[config.mk]
export PLATFORM = sky130hd
export DESIGN_NAME = unidade_controle_jogo_flat
export DESIGN_NICKNAME = d
export VERILOG_FILES = /design/src/rtl/unidade_controle_jogo_if.sv /design/src/rtl/unidade_controle_jogo.sv /design/src/flat_wrapper.sv
export SDC_FILE = /design/constraint.sdc
export NUM_CORES = 1
export LEC_CHECK = 0
export BUFFER_PORTS_ARGS = -buffer_cell sky130_fd_sc_hd__buf_2
export CAP_MARGIN = 0
export CORE_MARGIN = 2
export CORE_UTILIZATION = 60
export DETAILED_ROUTE_END_ITERATION = 10
export PLACE_DENSITY = 0.93
export SLEW_MARGIN = 20
export SYNTH_ARGS = -nofsm -noshare
export SYNTH_HDL_FRONTEND = slang
export SYNTH_SLANG_ARGS = --single-unit
[constraint.sdc]
create_clock -name clock -period 6.3 [get_ports clock]
set_clock_uncertainty 0.15 [all_clocks]
set_input_delay 0.63 -clock clock [delete_from_list [all_inputs] [get_ports clock]]
set_output_delay 0.63 -clock clock [all_outputs]
set_load 0.03 [all_outputs]
[src/rtl/unidade_controle_jogo_if.sv]
// Signal bundle between the game control unit and its surroundings (game top and datapath).
interface unidade_controle_jogo_if;
    logic       iniciar;
    logic       nivel;
    logic       jogada;
    logic       igual;
    logic [3:0] endereco;
    logic       zera_endereco;
    logic       conta_endereco;
    logic       zera_registrador;
    logic       registra_jogada;
    logic       acertou;
    logic       errou;
    logic       pronto;
    logic [3:0] db_estado;
    logic       db_nivel;
    logic       db_meioTempo;
    logic       db_fimTempo;

    modport master (
        input  iniciar, nivel, jogada, igual, endereco,
        output zera_endereco, conta_endereco, zera_registrador, registra_jogada,
        output acertou, errou, pronto, db_estado, db_nivel, db_meioTempo, db_fimTempo
    );

    modport slave (
        output iniciar, nivel, jogada, igual, endereco,
        input  zera_endereco, conta_endereco, zera_registrador, registra_jogada,
        input  acertou, errou, pronto, db_estado, db_nivel, db_meioTempo, db_fimTempo
    );
endinterface

[src/rtl/unidade_controle_jogo.sv]
// Control unit for the memory-sequence game: round sequencing, level latch and per-play timeout.
// Outputs are registered decodes of the next state so they line up with the state register.
module unidade_controle_jogo #(
    parameter int unsigned TIMEOUT        = 5000,
    parameter int unsigned LIMITE_FACIL   = 7,
    parameter int unsigned LIMITE_DIFICIL = 15
) (
    input  logic                    clock,
    input  logic                    reset,
    unidade_controle_jogo_if.master bus
);
    localparam int unsigned TW        = $clog2(TIMEOUT);
    localparam logic [TW-1:0] TIMER_FIM  = TW'(TIMEOUT - 1);
    localparam logic [TW-1:0] TIMER_MEIO = TW'(TIMEOUT / 2);
    localparam logic [3:0]    END_FACIL   = 4'(LIMITE_FACIL);
    localparam logic [3:0]    END_DIFICIL = 4'(LIMITE_DIFICIL);

    typedef enum logic [3:0] {
        INICIAL       = 4'h0,
        PREPARACAO    = 4'h1,
        ESPERA_JOGADA = 4'h2,
        REGISTRA      = 4'h4,
        COMPARACAO    = 4'h5,
        PROXIMO       = 4'h6,
        FIM_ACERTOU   = 4'hA,
        FIM_TIMEOUT   = 4'hD,
        FIM_ERROU     = 4'hE
    } estado_t;

    estado_t       estado, estado_next;
    logic [TW-1:0] timer, timer_next;
    logic          nivel_reg, nivel_next;
    logic [3:0]    limite;

    logic zera_endereco_q, conta_endereco_q, zera_registrador_q, registra_jogada_q;
    logic acertou_q, errou_q, pronto_q, meio_tempo_q, fim_tempo_q;
    logic zera_endereco_d, conta_endereco_d, zera_registrador_d, registra_jogada_d;
    logic acertou_d, errou_d, pronto_d, meio_tempo_d, fim_tempo_d;

    assign limite = nivel_reg ? END_DIFICIL : END_FACIL;

    // State, timer, level latch and output registers
    always_ff @(posedge clock) begin
        if (!reset) begin
            estado             <= INICIAL;
            timer              <= '0;
            nivel_reg          <= 1'b0;
            zera_endereco_q    <= 1'b0;
            conta_endereco_q   <= 1'b0;
            zera_registrador_q <= 1'b0;
            registra_jogada_q  <= 1'b0;
            acertou_q          <= 1'b0;
            errou_q            <= 1'b0;
            pronto_q           <= 1'b0;
            meio_tempo_q       <= 1'b0;
            fim_tempo_q        <= 1'b0;
        end else begin
            estado             <= estado_next;
            timer              <= timer_next;
            nivel_reg          <= nivel_next;
            zera_endereco_q    <= zera_endereco_d;
            conta_endereco_q   <= conta_endereco_d;
            zera_registrador_q <= zera_registrador_d;
            registra_jogada_q  <= registra_jogada_d;
            acertou_q          <= acertou_d;
            errou_q            <= errou_d;
            pronto_q           <= pronto_d;
            meio_tempo_q       <= meio_tempo_d;
            fim_tempo_q        <= fim_tempo_d;
        end
    end

    // Next state, timer and level; outputs decoded from the next state
    always_comb begin
        estado_next        = estado;
        timer_next         = timer;
        nivel_next         = nivel_reg;
        zera_endereco_d    = 1'b0;
        conta_endereco_d   = 1'b0;
        zera_registrador_d = 1'b0;
        registra_jogada_d  = 1'b0;
        acertou_d          = 1'b0;
        errou_d            = 1'b0;
        pronto_d           = 1'b0;
        meio_tempo_d       = 1'b0;
        fim_tempo_d        = 1'b0;

        case (estado)
            INICIAL, FIM_ACERTOU, FIM_ERROU, FIM_TIMEOUT: begin
                if (bus.iniciar) begin
                    estado_next = PREPARACAO;
                    nivel_next  = bus.nivel;
                end
            end
            PREPARACAO: begin
                timer_next  = '0;
                estado_next = ESPERA_JOGADA;
            end
            ESPERA_JOGADA: begin
                // A play landing on the last timer cycle still counts
                if (bus.jogada)
                    estado_next = REGISTRA;
                else if (timer == TIMER_FIM)
                    estado_next = FIM_TIMEOUT;
                else
                    timer_next = timer + TW'(1);
            end
            REGISTRA: begin
                timer_next  = '0;
                estado_next = COMPARACAO;
            end
            COMPARACAO: begin
                if (!bus.igual)
                    estado_next = FIM_ERROU;
                else if (bus.endereco == limite)
                    estado_next = FIM_ACERTOU;
                else
                    estado_next = PROXIMO;
            end
            PROXIMO: begin
                timer_next  = '0;
                estado_next = ESPERA_JOGADA;
            end
            default: estado_next = INICIAL;
        endcase

        case (estado_next)
            PREPARACAO: begin
                zera_endereco_d    = 1'b1;
                zera_registrador_d = 1'b1;
            end
            ESPERA_JOGADA: meio_tempo_d = (timer_next >= TIMER_MEIO);
            REGISTRA:      registra_jogada_d = 1'b1;
            PROXIMO:       conta_endereco_d  = 1'b1;
            FIM_ACERTOU: begin
                pronto_d  = 1'b1;
                acertou_d = 1'b1;
            end
            FIM_ERROU: begin
                pronto_d = 1'b1;
                errou_d  = 1'b1;
            end
            FIM_TIMEOUT: begin
                pronto_d     = 1'b1;
                errou_d      = 1'b1;
                meio_tempo_d = 1'b1;
                fim_tempo_d  = 1'b1;
            end
            default: ;
        endcase
    end

    assign bus.zera_endereco    = zera_endereco_q;
    assign bus.conta_endereco   = conta_endereco_q;
    assign bus.zera_registrador = zera_registrador_q;
    assign bus.registra_jogada  = registra_jogada_q;
    assign bus.acertou          = acertou_q;
    assign bus.errou            = errou_q;
    assign bus.pronto           = pronto_q;
    assign bus.db_estado        = 4'(estado);
    assign bus.db_nivel         = nivel_reg;
    assign bus.db_meioTempo     = meio_tempo_q;
    assign bus.db_fimTempo      = fim_tempo_q;
endmodule

[src/flat_wrapper.sv]
// flat-port wrapper written by rule: the top's interface ports become plain ports
module unidade_controle_jogo_flat 
#(
    parameter int unsigned TIMEOUT        = 5000,
    parameter int unsigned LIMITE_FACIL   = 7,
    parameter int unsigned LIMITE_DIFICIL = 15
)
  (clock, reset, bus_iniciar, bus_nivel, bus_jogada, bus_igual, bus_endereco, bus_zera_endereco, bus_conta_endereco, bus_zera_registrador, bus_registra_jogada, bus_acertou, bus_errou, bus_pronto, bus_db_estado, bus_db_nivel, bus_db_meioTempo, bus_db_fimTempo);
  unidade_controle_jogo_if bus_i ();
  input  logic clock;
  input  logic reset;
  input wire logic [$bits(bus_i.iniciar)-1:0] bus_iniciar;
  input wire logic [$bits(bus_i.nivel)-1:0] bus_nivel;
  input wire logic [$bits(bus_i.jogada)-1:0] bus_jogada;
  input wire logic [$bits(bus_i.igual)-1:0] bus_igual;
  input wire logic [$bits(bus_i.endereco)-1:0] bus_endereco;
  output wire logic [$bits(bus_i.zera_endereco)-1:0] bus_zera_endereco;
  output wire logic [$bits(bus_i.conta_endereco)-1:0] bus_conta_endereco;
  output wire logic [$bits(bus_i.zera_registrador)-1:0] bus_zera_registrador;
  output wire logic [$bits(bus_i.registra_jogada)-1:0] bus_registra_jogada;
  output wire logic [$bits(bus_i.acertou)-1:0] bus_acertou;
  output wire logic [$bits(bus_i.errou)-1:0] bus_errou;
  output wire logic [$bits(bus_i.pronto)-1:0] bus_pronto;
  output wire logic [$bits(bus_i.db_estado)-1:0] bus_db_estado;
  output wire logic [$bits(bus_i.db_nivel)-1:0] bus_db_nivel;
  output wire logic [$bits(bus_i.db_meioTempo)-1:0] bus_db_meioTempo;
  output wire logic [$bits(bus_i.db_fimTempo)-1:0] bus_db_fimTempo;
  assign bus_i.iniciar = bus_iniciar;
  assign bus_i.nivel = bus_nivel;
  assign bus_i.jogada = bus_jogada;
  assign bus_i.igual = bus_igual;
  assign bus_i.endereco = bus_endereco;
  assign bus_zera_endereco = bus_i.zera_endereco;
  assign bus_conta_endereco = bus_i.conta_endereco;
  assign bus_zera_registrador = bus_i.zera_registrador;
  assign bus_registra_jogada = bus_i.registra_jogada;
  assign bus_acertou = bus_i.acertou;
  assign bus_errou = bus_i.errou;
  assign bus_pronto = bus_i.pronto;
  assign bus_db_estado = bus_i.db_estado;
  assign bus_db_nivel = bus_i.db_nivel;
  assign bus_db_meioTempo = bus_i.db_meioTempo;
  assign bus_db_fimTempo = bus_i.db_fimTempo;
  unidade_controle_jogo #(.TIMEOUT(TIMEOUT), .LIMITE_FACIL(LIMITE_FACIL), .LIMITE_DIFICIL(LIMITE_DIFICIL)) u_core (.clock(clock), .reset(reset), .bus(bus_i));
endmodule
=== Word level (Yosys, flattened, before mapping) ===
Index checks and enable logic that the tools add are counted.

* Register bits after elaboration: 26
* Input port bits: 10
* Output and inout bits: 14
* Logic and storage cells: 55

* $add $sub $neg: 1
* Magnitude comparators: 1
* Eq/ne operators: 17
* Multiplexer cells: 18
* Reduce and logical (&&, ||, !) cells: 7

{| class="wikitable"
|+ Operator list
! operator !! count
|-
| 13-bit 2-to-1 mux || 2
|-
| 13-bit case mux with 2 select lines || 1
|-
| 4-bit == test, second input constant || 6
|-
| 4-bit 2-to-1 mux || 6
|-
| 4-bit by 3-bit == test with 1-bit output, second input constant || 5
|-
| 4-bit case mux with 5 select lines || 1
|-
| 13-bit by 1-bit adder with 13-bit output, second input constant || 1
|-
| 13-bit == test, second input constant || 1
|-
| 13-bit by 12-bit greater-or-equal comparator with 1-bit output, second input constant || 1
|-
| 4-bit by 1-bit == test with 1-bit output, second input constant || 2
|-
| 4-bit by 2-bit == test with 1-bit output, second input constant || 2
|-
| 1-bit 2-to-1 mux || 7
|-
| 3-bit OR reduction || 2
|-
| 4-bit == test || 1
|-
| 4-bit logical NOT || 1
|-
| 2-bit OR reduction || 2
|-
| 4-bit OR reduction || 1
|-
| 1-bit case mux with 2 select lines || 1
|-
| 2-bit AND reduction || 1
|}

=== Logic depth before layout (Yosys ltp) ===
* Depth in word-level cells: 8
* Gate-level depth with buffers: 9
* Depth with buffers taken out: 8

=== Worst setup path before layout ===
Ideal clock, no wire load.

* Path kind: register to register
* From: reg u_core.estado[0] (netlist: u_core.bus.db_estado[0])
* To: reg u_core.meio_tempo_q (netlist: u_core.bus.db_meioTempo)
* Setup time: 0.120 ns
* Arrival time: 2.043 ns
* Required time: 6.030 ns
* Slack: 3.987 ns
* Stages on the path, launching flop included: 8
* Path buffers: 0
* Clock period less this slack: 2.313 ns
* Path through: dfxtp_1 -> or3b_4 -> a21o_1 -> o41ai_2 -> o41ai_1 -> nor4_1 -> o21ai_1 -> a211o_1

* Cells in the longest elaborated chain, start to end: 5
* Elaborated cells on any way between the ends: 21
* Classes of those cells: order compare: 1; eq/ne: 10; mux: 6; reduce/logical: 4

{| class="wikitable"
|+ Ends and longest elaborated chain
! element !! line !! text
|-
| start: declaration || unidade_controle_jogo.sv:30 || <nowiki>estado_t estado, estado_next;</nowiki>
|-
| start signal: assignment || unidade_controle_jogo.sv:58 || <nowiki>estado <= estado_next;</nowiki>
|-
| 4-bit by 1-bit == test with 1-bit output (tied with other cells) || unidade_controle_jogo.sv:88 || <nowiki>case (estado)</nowiki>
|-
| 3-bit OR reduction (no line) (tied with other cells) || n/a ||
|-
| 13-bit case mux with 2 select lines or 4-bit case mux with 5 select lines (tied branches) || unidade_controle_jogo.sv:88 ||
|-
| 13-bit by 12-bit greater-or-equal comparator with 1-bit output (tied with other cells) || unidade_controle_jogo.sv:132 || <nowiki>ESPERA_JOGADA: meio_tempo_d = (timer_next >= TIMER_MEIO);</nowiki>
|-
| 1-bit case mux with 2 select lines * || unidade_controle_jogo.sv:127 || <nowiki>case (estado_next)</nowiki>
|-
| end signal: assignment || unidade_controle_jogo.sv:68 || <nowiki>meio_tempo_q <= meio_tempo_d;</nowiki>
|-
| end: declaration || unidade_controle_jogo.sv:36 || <nowiki>logic acertou_q, errou_q, pronto_q, meio_tempo_q, fim_tempo_q;</nowiki>
|}

Every way passes the cells marked *; elsewhere a longest branch is shown, timed or not.
A chain may end at the register's enable or synchronous reset.

=== Worst setup path in the final report ===
Same ends and word-level chain as after synthesis.

==> key figures <==
Finish
  • Share of cells above drive strength 1: 20.41%
  • NumNets Final: 208
  • Inserted Diodes: 0
  • Area growth, synth to finish: 9.992%
  • Filler cells: 187

Synthesis
  • Top cells by area, synth: dfxtp_1 35%, o21ai_0 4.3%, and2_1 3.7%
  • Post-synth top cells: 26 x dfxtp_1, 14 x nand2_1, 13 x o21ai_0
  • Syn Inst Count: 179
  • Syn nets: 190
  • Avg Cell Area, Syn: ~8.4 µm²
  • EDFF count, synth: 0
  • Yosys cell types: 50
  • Sequential area share after synthesis: 34.64%
  • Asr flop ratio synth: 0%
  • Main synth FF type: dfxtp_1
  • Most common cell in the netlist: dfxtp_1
  • Synth area leader: dfxtp_1
  • Yosys reg bits: 26
  • Top cell type's share of synthesized area: 34.64%
  • Syn Std Cell Area: 0.001503 mm²
  • Warnings from Yosys: 0

Routing
  • Avg Vias per Cell: 6.181
  • Drt pass-1 iters: 4
  • DRC viols: 0
  • Drt total wl: 3408 µm
  • Via count: 1397
  • DR WL/cell: 15.08 µm
  • 1st-iter DRT viols: 49
  • Final ANT Viol Nets: 0

Worst setup path
  • Reg-to-reg startpoint: u_core.bus.db_estado[0]
  • R2R Path End: u_core.bus.db_meioTempo
  • R2R setup slack: 3.68 ns
  • Max FO, Critical Path: 12
  • Critical path depth in cells: 7
  • Crit end category: flip-flop
  • Worst Reg2Reg Path Length in Cells: 7
  • Crit start category: flip-flop
  • Worst path bufs/invs: 0
  • Crit Path Category: reg -> reg
  • WP data required: 6.37 ns
  • Max incr delay on CP: approximately 0.55 ns
  • Cell breakdown of the critical path: or3b_4 -> a21o_1 -> o41ai_2 -> o41ai_1 -> nor4_1 -> o21ai_1 -> a211o_1
  • CP delay by family, top: compound AO/OA/AOI/OAI gates
  • Slowest cell on crit path: dfxtp_1
  • Arrival time worst endpoint: 2.69 ns

Timing
  • Hold WS: 0.3890 ns
  • F_max: 381.2 MHz
  • Slew HR: 49.27%
  • Min Clock Period, post-route: 2.623 ns
  • Actual slew at the worst max-slew pin: between 0.7 and 0.8 ns
  • Fin crit share: 41.64%
  • RSZ-0062 raised after global routing: false
  • Max Slew Vio Count: 0
  • Final hold vios: 0
  • Final setup fails: 0
  • Setup TNS: 0 ns

Run status
  • Outcome: completed

Clocking
  • CTS HTree Levels: 1
  • Clock buffer depth: 2
  • CTS tree: done
  • Clock slew at reported path FFs: about 0.15 ns
  • TritonCTS Buffers: 3
  • Post_cts resized: 0
  • Worst skew pair latency: 0.33 ns
  • Hold_buf cts: 0
  • Clock Sink Count: 26
  • Root Buffer: clkbuf_4
  • Post-CTS setup buffer count: 0

Placement
  • Detailed placement HPWL: 2459 µm
  • Placer congestion estimate: 0.8659
  • # port buffers: 23

Floorplanning
  • Num rows: 18
  • DIE WIDTH: 54.05 µm
  • Ports: 24
  • Die Y-Extent: about 54 µm
  • Core area: 0.002432 mm²
  • Die area: 0.002921 mm²
  • Initial core utilization: 61.78%

Min path
  • Min-delay worst type: reg -> reg
  • Hold endpoint: u_core.timer[9]
  • Hold Startpoint: u_core.timer[9]
  • Hold depth: 2

Power and ir drop
  • Worst vdd ir: 191.3 µV
  • Cell Pwr Density: 240.6 mW/mm²
  • Tot Pwr: 0.3977 mW
  • Leakage: around 0.63 nW

GRT
  • Largest net degree at the start of global routing: 20
  • Total GRT Usage: 25.10%
  • Vias in the first global route: 1229
  • Total gr overflow: 0
  • Initial antenna violation count: 0
  • First-pass GRT wire length: approximately 5400 µm

Flow run
  • Max-cap violations: 0
state kept, by name (all words and copies together) (netlist names):
register,count
u_core.bus.acertou,1
u_core.bus.db_estado,4
u_core.bus.registra_jogada,1
u_core.timer,13
u_core.bus.pronto,1
u_core.bus.db_nivel,1
u_core.bus.conta_endereco,1
u_core.bus.db_fimTempo,1
u_core.bus.zera_registrador,1
u_core.bus.db_meioTempo,1
u_core.bus.errou,1
per-layer routing:
layer  track usage, %  vias up  wire length, µm
li1                 -      681                -
met1            31.28      661             1462
met2            43.09       51             1705
met3            4.444        4              204
met4            9.167        0               36
met5                0        -                0
area by class of cell:
class                   instances  area (µm²)  share of cell area, %
well taps                      30       37.54                  2.271
repair buffers                 23       115.1                  6.964
multi-input cells             135       897.1                  54.28
flip-flops and latches         26       520.5                  31.49
clock buffers                   3       22.52                  1.363
inverters                       8       30.03                  1.817
clock inverters                 1       30.03                  1.817
logic make-up (layout without fill, tap and decap cells):
group	count (synthesis)	count (layout)	share of synthesized area [%]
compound gates	45	45	22.15
xor+xnor	6	6	3.497
fa+ha+maj	1	1	0.8325
buf+inv	18	35	5.662
flops	26	26	34.64
mux	1	1	0.6661
simple gates	82	82	32.56
stage by stage:
| stage | instance area (µm²) | instances | setup WS, ns | util, % |
|---|---|---|---|---|
| after floorplan | 1503 | 179 | 3.987 | - |
| after global routing | 1653 | 226 | 3.572 | 67.95 |
| after global placement | 1600 | 222 | 3.724 | 65.79 |
| after CTS | 1653 | 226 | 3.727 | 67.95 |
| final | 1653 | 226 | 3.677 | 67.95 |
| after detailed placement | 1600 | 222 | 3.664 | 65.79 |
worst reg2reg max path: stages (launching register included):
cell	delay [ns]
dfxtp_1	0.55
or3b_4	0.47
a21o_1	0.25
o41ai_2	0.20
o41ai_1	0.16
nor4_1	0.36
o21ai_1	0.11
a211o_1	0.26
worst max path at each step:
stage | start | endpoint | slack (ns)
after floorplan | u_core.bus.db_estado[0] | u_core.bus.db_meioTempo | 3.99
after global placement | bus_jogada | u_core.bus.db_meioTempo | 3.72
final | u_core.bus.db_estado[0] | u_core.bus.db_meioTempo | 3.68
after CTS | u_core.bus.db_estado[0] | u_core.bus.db_meioTempo | 3.73
after detailed placement | bus_jogada | u_core.bus.db_meioTempo | 3.66
after global routing | u_core.bus.db_estado[0] | u_core.bus.db_meioTempo | 3.57
power breakdown:
part	total (mW)	internal, mW	switching (mW)	leakage [nW]
Combinational	0.0993	0.0347	0.0645	0.393
Sequential	0.183	0.171	0.0117	0.210
Clock	0.115	0.0643	0.0512	0.0279
cell usage in the layout (no fill, tap or decap), types with 3 or more instances in the layout:
| cell | instances |
|---|---|
| nor3b_1 | 4 |
| nand2b_1 | 3 |
| buf_2 | 23 |
| dfxtp_1 | 26 |
| nand2_1 | 14 |
| nor3_1 | 4 |
| and2_1 | 9 |
| xnor2_1 | 4 |
| a21oi_1 | 6 |
| nor2_1 | 11 |
| inv_1 | 8 |
| and4bb_2 | 3 |
| clkbuf_4 | 3 |
| nor2b_1 | 7 |
| a31oi_1 | 3 |
| nand3_1 | 8 |
| o31ai_1 | 3 |
| o21ai_0 | 13 |
| nand4_1 | 4 |
Note: power is estimated with default switching activity, not from simulation.
